`config.mk`:
```
export PLATFORM = sky130hd
export DESIGN_NAME = posit_mul_pipe
export DESIGN_NICKNAME = d
export VERILOG_FILES = /design/src/rtl/posit_pkg.sv /design/src/rtl/Posit_Multiplier.sv /design/src/rtl/posit_mul_pipe.sv
export SDC_FILE = /design/constraint.sdc
export NUM_CORES = 2
export LEC_CHECK = 0
export BUFFER_PORTS_ARGS = -buffer_cell sky130_fd_sc_hd__buf_4
export CAP_MARGIN = 20
export CORE_AREA = 2 2 304 306
export DETAILED_ROUTE_END_ITERATION = 16
export DIE_AREA = 0 0 306 308
export MAX_ROUTING_LAYER = met4
export PLACE_DENSITY = 0.81
export SLEW_MARGIN = 20
export SYNTH_ARGS = -nofsm -noshare
export SYNTH_HDL_FRONTEND = slang
export SYNTH_SLANG_ARGS = --single-unit
export TNS_END_PERCENT = 10
```
`constraint.sdc`:
```
create_clock -name clk -period 47.4 [get_ports clk]
set_input_delay 4.74 -clock clk [delete_from_list [all_inputs] [get_ports clk]]
set_output_delay 4.74 -clock clk [all_outputs]
set_load 0.01 [all_outputs]
```
`src/rtl/posit_pkg.sv`:
```
// Shared posit definitions: word format constants and special-value helpers.
package posit_pkg;

    localparam int POSIT_N  = 32;
    localparam int POSIT_ES = 4;

    typedef logic [POSIT_N-1:0] posit32_t;

    localparam posit32_t POSIT_NAR  = 32'h8000_0000;
    localparam posit32_t POSIT_ZERO = 32'h0000_0000;

    function automatic logic is_nar(input posit32_t p);
        return p == POSIT_NAR;
    endfunction

    function automatic logic is_zero(input posit32_t p);
        return p == POSIT_ZERO;
    endfunction

endpackage

```
`src/rtl/Posit_Multiplier.sv`:
```
// Combinational posit multiplier: decode both operands, multiply the mantissas,
// re-encode with round-to-nearest-even, saturating at maxpos/minpos.
module Posit_Multiplier #(
    parameter int N  = 32,
    parameter int ES = 4
) (
    input  logic [N-1:0] IN1,
    input  logic [N-1:0] IN2,
    output logic [N-1:0] OUT
);
    localparam int FW   = N - 1 - ES;
    localparam int MW   = FW + 1;
    localparam int PW   = 2 * MW;
    localparam int SW   = $clog2(N) + ES + 3;
    localparam int RW   = $clog2(N) + 1;
    localparam int W    = 3 * N;
    localparam int PADW = W - 1 - ES - PW;
    localparam logic signed [SW-1:0] SMAX = SW'((N - 2) << ES);
    localparam logic [N-1:0] NAR = {1'b1, {(N-1){1'b0}}};

    typedef struct packed {
        logic                 sgn;
        logic signed [SW-1:0] scale;
        logic [MW-1:0]        mant;
    } dec_t;

    function automatic dec_t decode(input logic [N-1:0] x);
        dec_t                 d;
        logic [N-1:0]         a;
        logic [N-2:0]         rem;
        logic [RW-1:0]        run;
        logic                 stop;
        logic signed [SW-1:0] k;
        a    = x[N-1] ? -x : x;
        run  = '0;
        stop = 1'b0;
        for (int i = N - 2; i >= 0; i--) begin
            if (!stop && a[i] == a[N-2]) run = run + RW'(1);
            else stop = 1'b1;
        end
        // Drop regime run and its terminator; exponent bits falling off the end read as zero.
        rem     = (N-1)'(a << (run + RW'(1)));
        k       = a[N-2] ? SW'(run) - SW'(1) : -SW'(run);
        d.sgn   = x[N-1];
        d.scale = (k <<< ES) + SW'(rem[N-2 -: ES]);
        d.mant  = {1'b1, rem[FW-1:0]};
        return d;
    endfunction

    dec_t                 da, db;
    logic [PW-1:0]        p;
    logic signed [SW-1:0] s, k;
    logic [ES-1:0]        e;
    logic [PW-2:0]        f;
    logic [W-1:0]         start, vs;
    logic signed [W-1:0]  ss;
    logic [RW-1:0]        sh;
    logic [N-2:0]         m;
    logic                 up;

    always_comb begin
        da    = decode(IN1);
        db    = decode(IN2);
        p     = PW'({{MW{1'b0}}, da.mant} * {{MW{1'b0}}, db.mant});
        s     = da.scale + db.scale + SW'(p[PW-1]);
        f     = p[PW-1] ? p[PW-2:0] : {p[PW-3:0], 1'b0};
        k     = s >>> ES;
        e     = s[ES-1:0];
        // Regime seed "10" (k>=0) is sign-extended into k+1 ones; "01" (k<0) shifts into -k zeros.
        start = {~k[SW-1], k[SW-1], e, f, {PADW{1'b0}}};
        ss    = start;
        sh    = k[SW-1] ? RW'(-k - SW'(1)) : RW'(k);
        if (k[SW-1]) vs = start >> sh;
        else         vs = ss >>> sh;
        m     = vs[W-1 -: N-1];
        up    = vs[W-N] & ((|vs[W-N-1:0]) | m[0]);
        m     = m + (N-1)'(up);
        if (s >= SMAX)      m = '1;
        else if (s < -SMAX) m = (N-1)'(1);
        OUT = (da.sgn ^ db.sgn) ? -{1'b0, m} : {1'b0, m};
        if (IN1 == NAR || IN2 == NAR)      OUT = NAR;
        else if (IN1 == '0 || IN2 == '0)   OUT = '0;
    end

endmodule

```
`src/rtl/posit_mul_pipe.sv`:
```
// Elastic two-stage valid/ready wrapper around Posit_Multiplier with tag sideband.
// Define POSIT_MUL_SPECIAL_BYPASS_EN to resolve NaR/zero operands outside the core and drive the flags.
module posit_mul_pipe
    import posit_pkg::*;
#(
    parameter int N  = POSIT_N,
    parameter int ES = POSIT_ES,
    parameter int TW = 4
) (
    input  logic          clk,
    input  logic          rst,
    input  logic          in_valid,
    output logic          in_ready,
    input  logic [N-1:0]  in_a,
    input  logic [N-1:0]  in_b,
    input  logic [TW-1:0] in_tag,
    output logic          out_valid,
    input  logic          out_ready,
    output logic [N-1:0]  out_result,
    output logic [TW-1:0] out_tag,
    output logic          out_nar,
    output logic          out_zero,
    output logic          busy
);
    logic          v1, v2, nar2, zero2, adv1, adv2;
    logic [N-1:0]  a1, b1, r2, mul_out, r_n;
    logic [TW-1:0] t1, t2;
    logic          nar_n, zero_n;

    assign adv2     = !v2 | out_ready;
    assign adv1     = !v1 | adv2;
    assign in_ready = adv1 & !rst;

    Posit_Multiplier #(.N(N), .ES(ES)) u_mul (
        .IN1 (a1),
        .IN2 (b1),
        .OUT (mul_out)
    );

    always_comb begin
        r_n    = mul_out;
        nar_n  = 1'b0;
        zero_n = 1'b0;
`ifdef POSIT_MUL_SPECIAL_BYPASS_EN
        if (is_nar(a1) || is_nar(b1)) begin
            r_n   = POSIT_NAR;
            nar_n = 1'b1;
        end else if (is_zero(a1) || is_zero(b1)) begin
            r_n    = POSIT_ZERO;
            zero_n = 1'b1;
        end else begin
            nar_n  = is_nar(mul_out);
            zero_n = is_zero(mul_out);
        end
`endif
    end

    always_ff @(posedge clk) begin
        if (rst) begin
            v1    <= 1'b0;
            v2    <= 1'b0;
            r2    <= '0;
            t2    <= '0;
            nar2  <= 1'b0;
            zero2 <= 1'b0;
        end else begin
            if (adv1) begin
                v1 <= in_valid;
                if (in_valid) begin
                    a1 <= in_a;
                    b1 <= in_b;
                    t1 <= in_tag;
                end
            end
            if (adv2) begin
                v2 <= v1;
                if (v1) begin
                    r2    <= r_n;
                    t2    <= t1;
                    nar2  <= nar_n;
                    zero2 <= zero_n;
                end
            end
        end
    end

    assign out_valid  = v2;
    assign out_result = r2;
    assign out_tag    = t2;
    assign out_nar    = nar2;
    assign out_zero   = zero2;
    assign busy       = v1 | v2;

endmodule

```
* Word-level counts from Yosys, hierarchy flattened
Index checks and enable logic that the tools add are counted.
** Word-level totals
- Flip-flop bits (word level) :: 106
- Input port bits :: 72
- Output and inout bits :: 41
- Logic and storage cells :: 413
** Cells by class
- Add/sub/neg operators :: 74
- Multiply operators :: 1
- Magnitude comparators :: 2
- Eq/ne operators :: 62
- Shift operators :: 4
- Mux-type cells :: 130
- Bitwise operators :: 9
- Reduce and logical (&&, ||, !) cells :: 124
** Operators by type and width (number)
- 6-bit by 1-bit adder with 6-bit output (second input constant) :: 59
- 6-bit two-way mux :: 59
- 32-bit two-way mux :: 5
- 96-bit two-way mux :: 1
- 96-bit by 6-bit >> shifter with 96-bit output :: 1
- 96-bit by 6-bit >>> shifter with 96-bit output :: 1
- 32-bit equality test (second input constant) :: 2
- 32-bit logical NOT :: 2
- 32-bit negator :: 2
- 64-bit OR reduction :: 1
- 32-bit by 6-bit left shift with 31-bit output :: 2
- 31-bit two-way mux :: 2
- 1-bit equality test :: 60
- 1-bit logical NOT :: 59
- 1-bit logical AND :: 58
- 1-bit two-way mux :: 58
- 28-bit by 28-bit multiplier with 56-bit output :: 1
- 55-bit two-way mux :: 1
- 31-bit negator with 32-bit output :: 1
- 31-bit by 1-bit adder with 31-bit output :: 1
- 12-bit by 4-bit adder with 12-bit output :: 2
- 8-bit two-way mux :: 2
- 6-bit negator with 8-bit output :: 2
- 6-bit by 1-bit subtractor with 7-bit output (second input constant) :: 2
- 15 further kinds :: 22

* Longest topological paths before layout
- Depth after elaboration :: 109
- Gate-level depth with buffers :: 173
- Mapped depth without buffers :: 161

* Modules after synthesis
Synthesis repeated with hierarchy kept, for this count alone.
** Unflattened totals
- Cell total of the unflattened synthesis :: 7110
- Area total of the unflattened synthesis :: 53024.6 µm²
** By module, submodules not included
- Posit_Multiplier :: instances 1, cells an instance 6872, area each 49259.7 µm²
- posit_mul_pipe :: instances 1, cells an instance 238, area each 3764.9 µm²

* Worst setup path after synthesis
OpenSTA, ideal clock, no wires.
- Kind :: flip-flop to flip-flop
- Start point :: register a1[6]
- End point :: register r2[30] (netlist: out_result[30])
- Library setup time :: 0.117 ns
- Data arrival time :: 34.967 ns
- Required time :: 47.283 ns
- Path slack :: 12.316 ns
- Stages on the path, launching flop included :: 166
- Buffers on the path :: 18
- Period minus slack after synthesis :: 35.084 ns
- Cells stage by stage :: edfxtp_1 -> buf_6 -> or4_4 -> or4_4 -> buf_6 -> o41ai_2 -> xor2_1 -> nand3_1 -> o32a_1 -> buf_6 -> nand2_1 -> ha_1 -> a21oi_1 -> inv_1 -> ha_1 -> o21a_1 -> ha_1 -> inv_1 -> (+130 left out) -> buf_1 -> clkbuf_1 -> o21ai_1 -> a2111oi_1 -> a21oi_1 -> nor4_1 -> nand4_1 -> a2111o_1 -> a2111oi_2 -> nor2_1 -> nor4_1 -> ha_1 -> nand2_1 -> nor4_2 -> nand3_1 -> o41ai_1 -> xnor2_1 -> a22o_1
** Between the ends
- Longest elaborated chain between the ends :: 109
- Elaborated cells between the ends (all ways) :: 210
- Classes of those cells :: add/sub: 40; mul: 1; order compare: 2; eq/ne: 31; shift: 3; mux: 69; bitwise: 3; reduce/logical: 61
** Ends and longest elaborated chain
- start: declaration :: line posit_mul_pipe.sv:26 : logic [N-1:0] a1, b1, r2, mul_out, r_n;
- start signal: assignment :: line posit_mul_pipe.sv:70 : a1 <= in_a;
- parallel branches: the longest is 108 deep, another holds 32-bit negator
- 32-bit two-way mux * :: line Posit_Multiplier.sv:81 : if (IN1 == NAR || IN2 == NAR) OUT = NAR;
- end signal: assignment :: line posit_mul_pipe.sv:78 : r2 <= r_n;
- end: declaration :: line posit_mul_pipe.sv:26
Mark *: on every way between the ends.
A chain may end at the register's enable or synchronous reset.

* Final worst setup path
Same ends and word-level chain as after synthesis.

==> results_dict.tcl <==
set metrics [dict create \
    outcome "complete, no violations" \
    clk_pin_slew_worst_paths_ns 0.10 \
    critPathSlowestCell "a2111oi_1" \
    placementRows 111 \
    worstPathArrival_ns 41.75 \
    clock.fmax_mhz 24.1 \
    hold_start "out_tag[3]$_SDFFE_PP0P_" \
    coreArea_um2 91000 \
    dieHeight_um 308 \
    holdPathEnd "out_tag[3]$_SDFFE_PP0P_" \
    async_flop_share_pct 0 \
    nets 8092 \
    hold_depth 2 \
    crit_start "a1[6]$_DFFE_PP_" \
    synthSimpleGateAreaFrac_pct 22.1 \
    htree_levels 3 \
    min_path_type "flop to flop" \
    antenna_found_initial 9 \
    startpoint_type "flop" \
    cts_buffers 9 \
    cp_common_cell "ha_1" \
    yosys-top-cells-area "fa_1 (25%), nand2_1 (6.9%), ha_1 (6.4%)" \
    maxCapViolations 0 \
    synth-xor-area-share_pct 7.19 \
    synth_seq_area_share_pct 5.16 \
    preCtsSetupSlack_ns 6.70 \
    cp_max_fo 56 \
    setup_viol 0 \
    port_buffers 110 \
    wl_um 207000 \
    ctsHoldBuffers 0 \
    synth_top_area_cell "fa_1" \
    synth_cells 7235 \
    tightestPinTransition_ns 1.20 \
    vias 54584 \
    cp.depth 159 \
    wl_per_cell_um 25.0 \
    synth_mux_area_share_pct 5.17 \
    area.growth.synth_to_final_pct 3.95 \
    dominantRegCellSynth "edfxtp_1" \
    relSlewSlack_pct 20.0 \
    synth-compound-area-share_pct 19.5 \
    clock_path_buffers 2 \
    r2r_setup_slack_ns 5.93 \
    cp-end-kind "flop" \
    yosys.area_share.adder_pct 31.4 \
    worstSkewPairLatency_ns 0.39 \
    min_period_ns 41.47 \
    dp_hpwl_um 163000 \
    drc 0 \
    drv_slew 0 \
    grt_pass1_vias 53762 \
    synth_edf_count 68 \
    crit_buf_inv 19 \
    synthTopCellsByCount "nand2_1 (995), inv_1 (907), nor2_1 (812), fa_1 (676), a21oi_1 (412)" \
    die-area_um2 94200 \
    grt.total_usage_pct 45.0 \
    rr_endpoint "out_result[30]$_SDFFE_PP0P_" \
    rsz0062_at_grt "no" \
    setup_tns_ns 0 \
    r2r-start "a1[6]$_DFFE_PP_" \
    finalHoldViolCount 0 \
    grt_pass1_wl_um 319000 \
    syn_avg_cell_area_um2 7.50 \
    required_ns 47.69 \
    synth_top_family_by_area "adder cells" \
    ys_seq_elements 106 \
    synth_area_um2 54300 \
    period_share_pct 87.5 \
    cts_resized 0 \
    vias_per_cell 6.60 \
    drive_gt1_share_pct 7.17 \
    yosysWarnings 0 \
    rr_worst_depth 159 \
    drt_iter0_drc 7136 \
    synth_top_area_share_pct 24.9 \
    grt_max_degree 99 \
    yosysMostFrequentCell "nand2_1" \
    path_class "flop to flop" \
    overflow 0 \
    clock_skew_ns 0.0266 \
    root_buffer "clkbuf_16" \
    start_util_pct 59.7 \
    die_w_um 306 \
    postRouteAntennaNets 0 \
    ios 113 \
    gp_congestion 1.09 \
    fin_ws_ns 5.93 \
    critPathMaxStageDelay_ns 0.90 \
    drtPass1Iterations 7 \
    critPathTopFamily "compound AO/OA/AOI/OAI gates" \
    clock_sinks 106 \
    post_cts_buffers 0 \
    yosysUniqueCellTypes 137 \
    cts_tree "built" \
]
## how the worst max path moves through the flow
| stage | to | slack, ns |
|---|---|---|
| after floorplan | out_result[30]$_SDFFE_PP0P_ | 12.32 |
| after global placement | out_result[28]$_SDFFE_PP0P_ | 7.57 |
| after detailed placement | out_result[30]$_SDFFE_PP0P_ | 6.70 |
| after CTS | out_result[30]$_SDFFE_PP0P_ | 6.54 |
| after global routing | out_result[30]$_SDFFE_PP0P_ | 3.11 |
| final | out_result[30]$_SDFFE_PP0P_ | 5.93 |
## cell type report
class                           count  area, µm²
Multi-Input combinational cell   5793      46600
Fill cell                        8332      34500
Inverter                          928       3480
Sequential cell                   106       2800
Timing Repair Buffer              227       1700
Tap cell                         1186       1480
Clock buffer                        9        225
Clock inverter                      7       91.3
Antenna cell                       10       25.0
## cell families (layout without fill, tap and decap cells)
kind of cell / after synthesis / count (layout)
simple gates: 2631 / 2631
compound gates: 1557 / 1557
buf+inv: 1337 / 1171
fa+ha+maj: 955 / 955
xor+xnor: 386 / 386
mux: 262 / 262
flops: 106 / 106
other cells: 1 / 12
## stage by stage
| stage | hold slack (ns) | std cells | utilization (%) | cell area, µm² |
|---|---|---|---|---|
| after CTS | 0.468 | 8256 | 62.0 | 56400 |
| after floorplan | 0.471 | 7236 | - | 54300 |
| final | 0.466 | 8266 | 62.0 | 56400 |
| after global placement | 0.442 | 8239 | 61.6 | 56000 |
| after global routing | 0.497 | 8265 | 62.0 | 56400 |
| after detailed placement | 0.452 | 8240 | 61.6 | 56000 |
## metal layers
| layer | vias up | global-route usage, % | part of all wire [%] |
|---|---|---|---|
| met5 | - | - | 0 |
| met4 | 0 | 20.8 | 5.8 |
| met3 | 748 | 12.6 | 12 |
| met2 | 3440 | 67.5 | 43 |
| met1 | 26275 | 56.4 | 39 |
| li1 | 24121 | - | - |
## sequential cells by signal, summed over array words and instances, names as in the netlist
register / flops
a1: 32
b1: 32
out_result: 32
out_tag: 4
out_valid: 1
t1: 4
v1: 1
## worst reg2reg max path, delay by kind of cell (launching register included)
family                   cells  cell delay, ns
AO/OA/AOI/OAI               54           13.24
adder cells (fa/ha/maj)     35           12.76
XOR/XNOR                     2            0.27
AND/OR/NAND/NOR             37            7.45
flip-flops                   1            0.52
multiplexers                12            2.60
buffers and inverters       19            4.52
## cell usage in the layout (no fill, tap or decap), drive strengths merged, types with 43 or more instances in the layout
master and n:
xnor2 234, nor3 119, edfxtp 68, o211ai 59
o31ai 49, a21o 59, a21oi 418, nand2b 53
inv 914, buf 227, or3 47, nand2 999
or2 46, nand3 161, o21ai 325, nor2 817
fa 676, mux2i 211, a31oi 65, a211oi 86
nor4 71, and2 62, xor2 129, ha 279
nand4 64, o22ai 43, and3 54
Power is left out: the tool's default activity adds up to more than one toggle a clock period on the data nets, which glitch-free logic cannot reach.
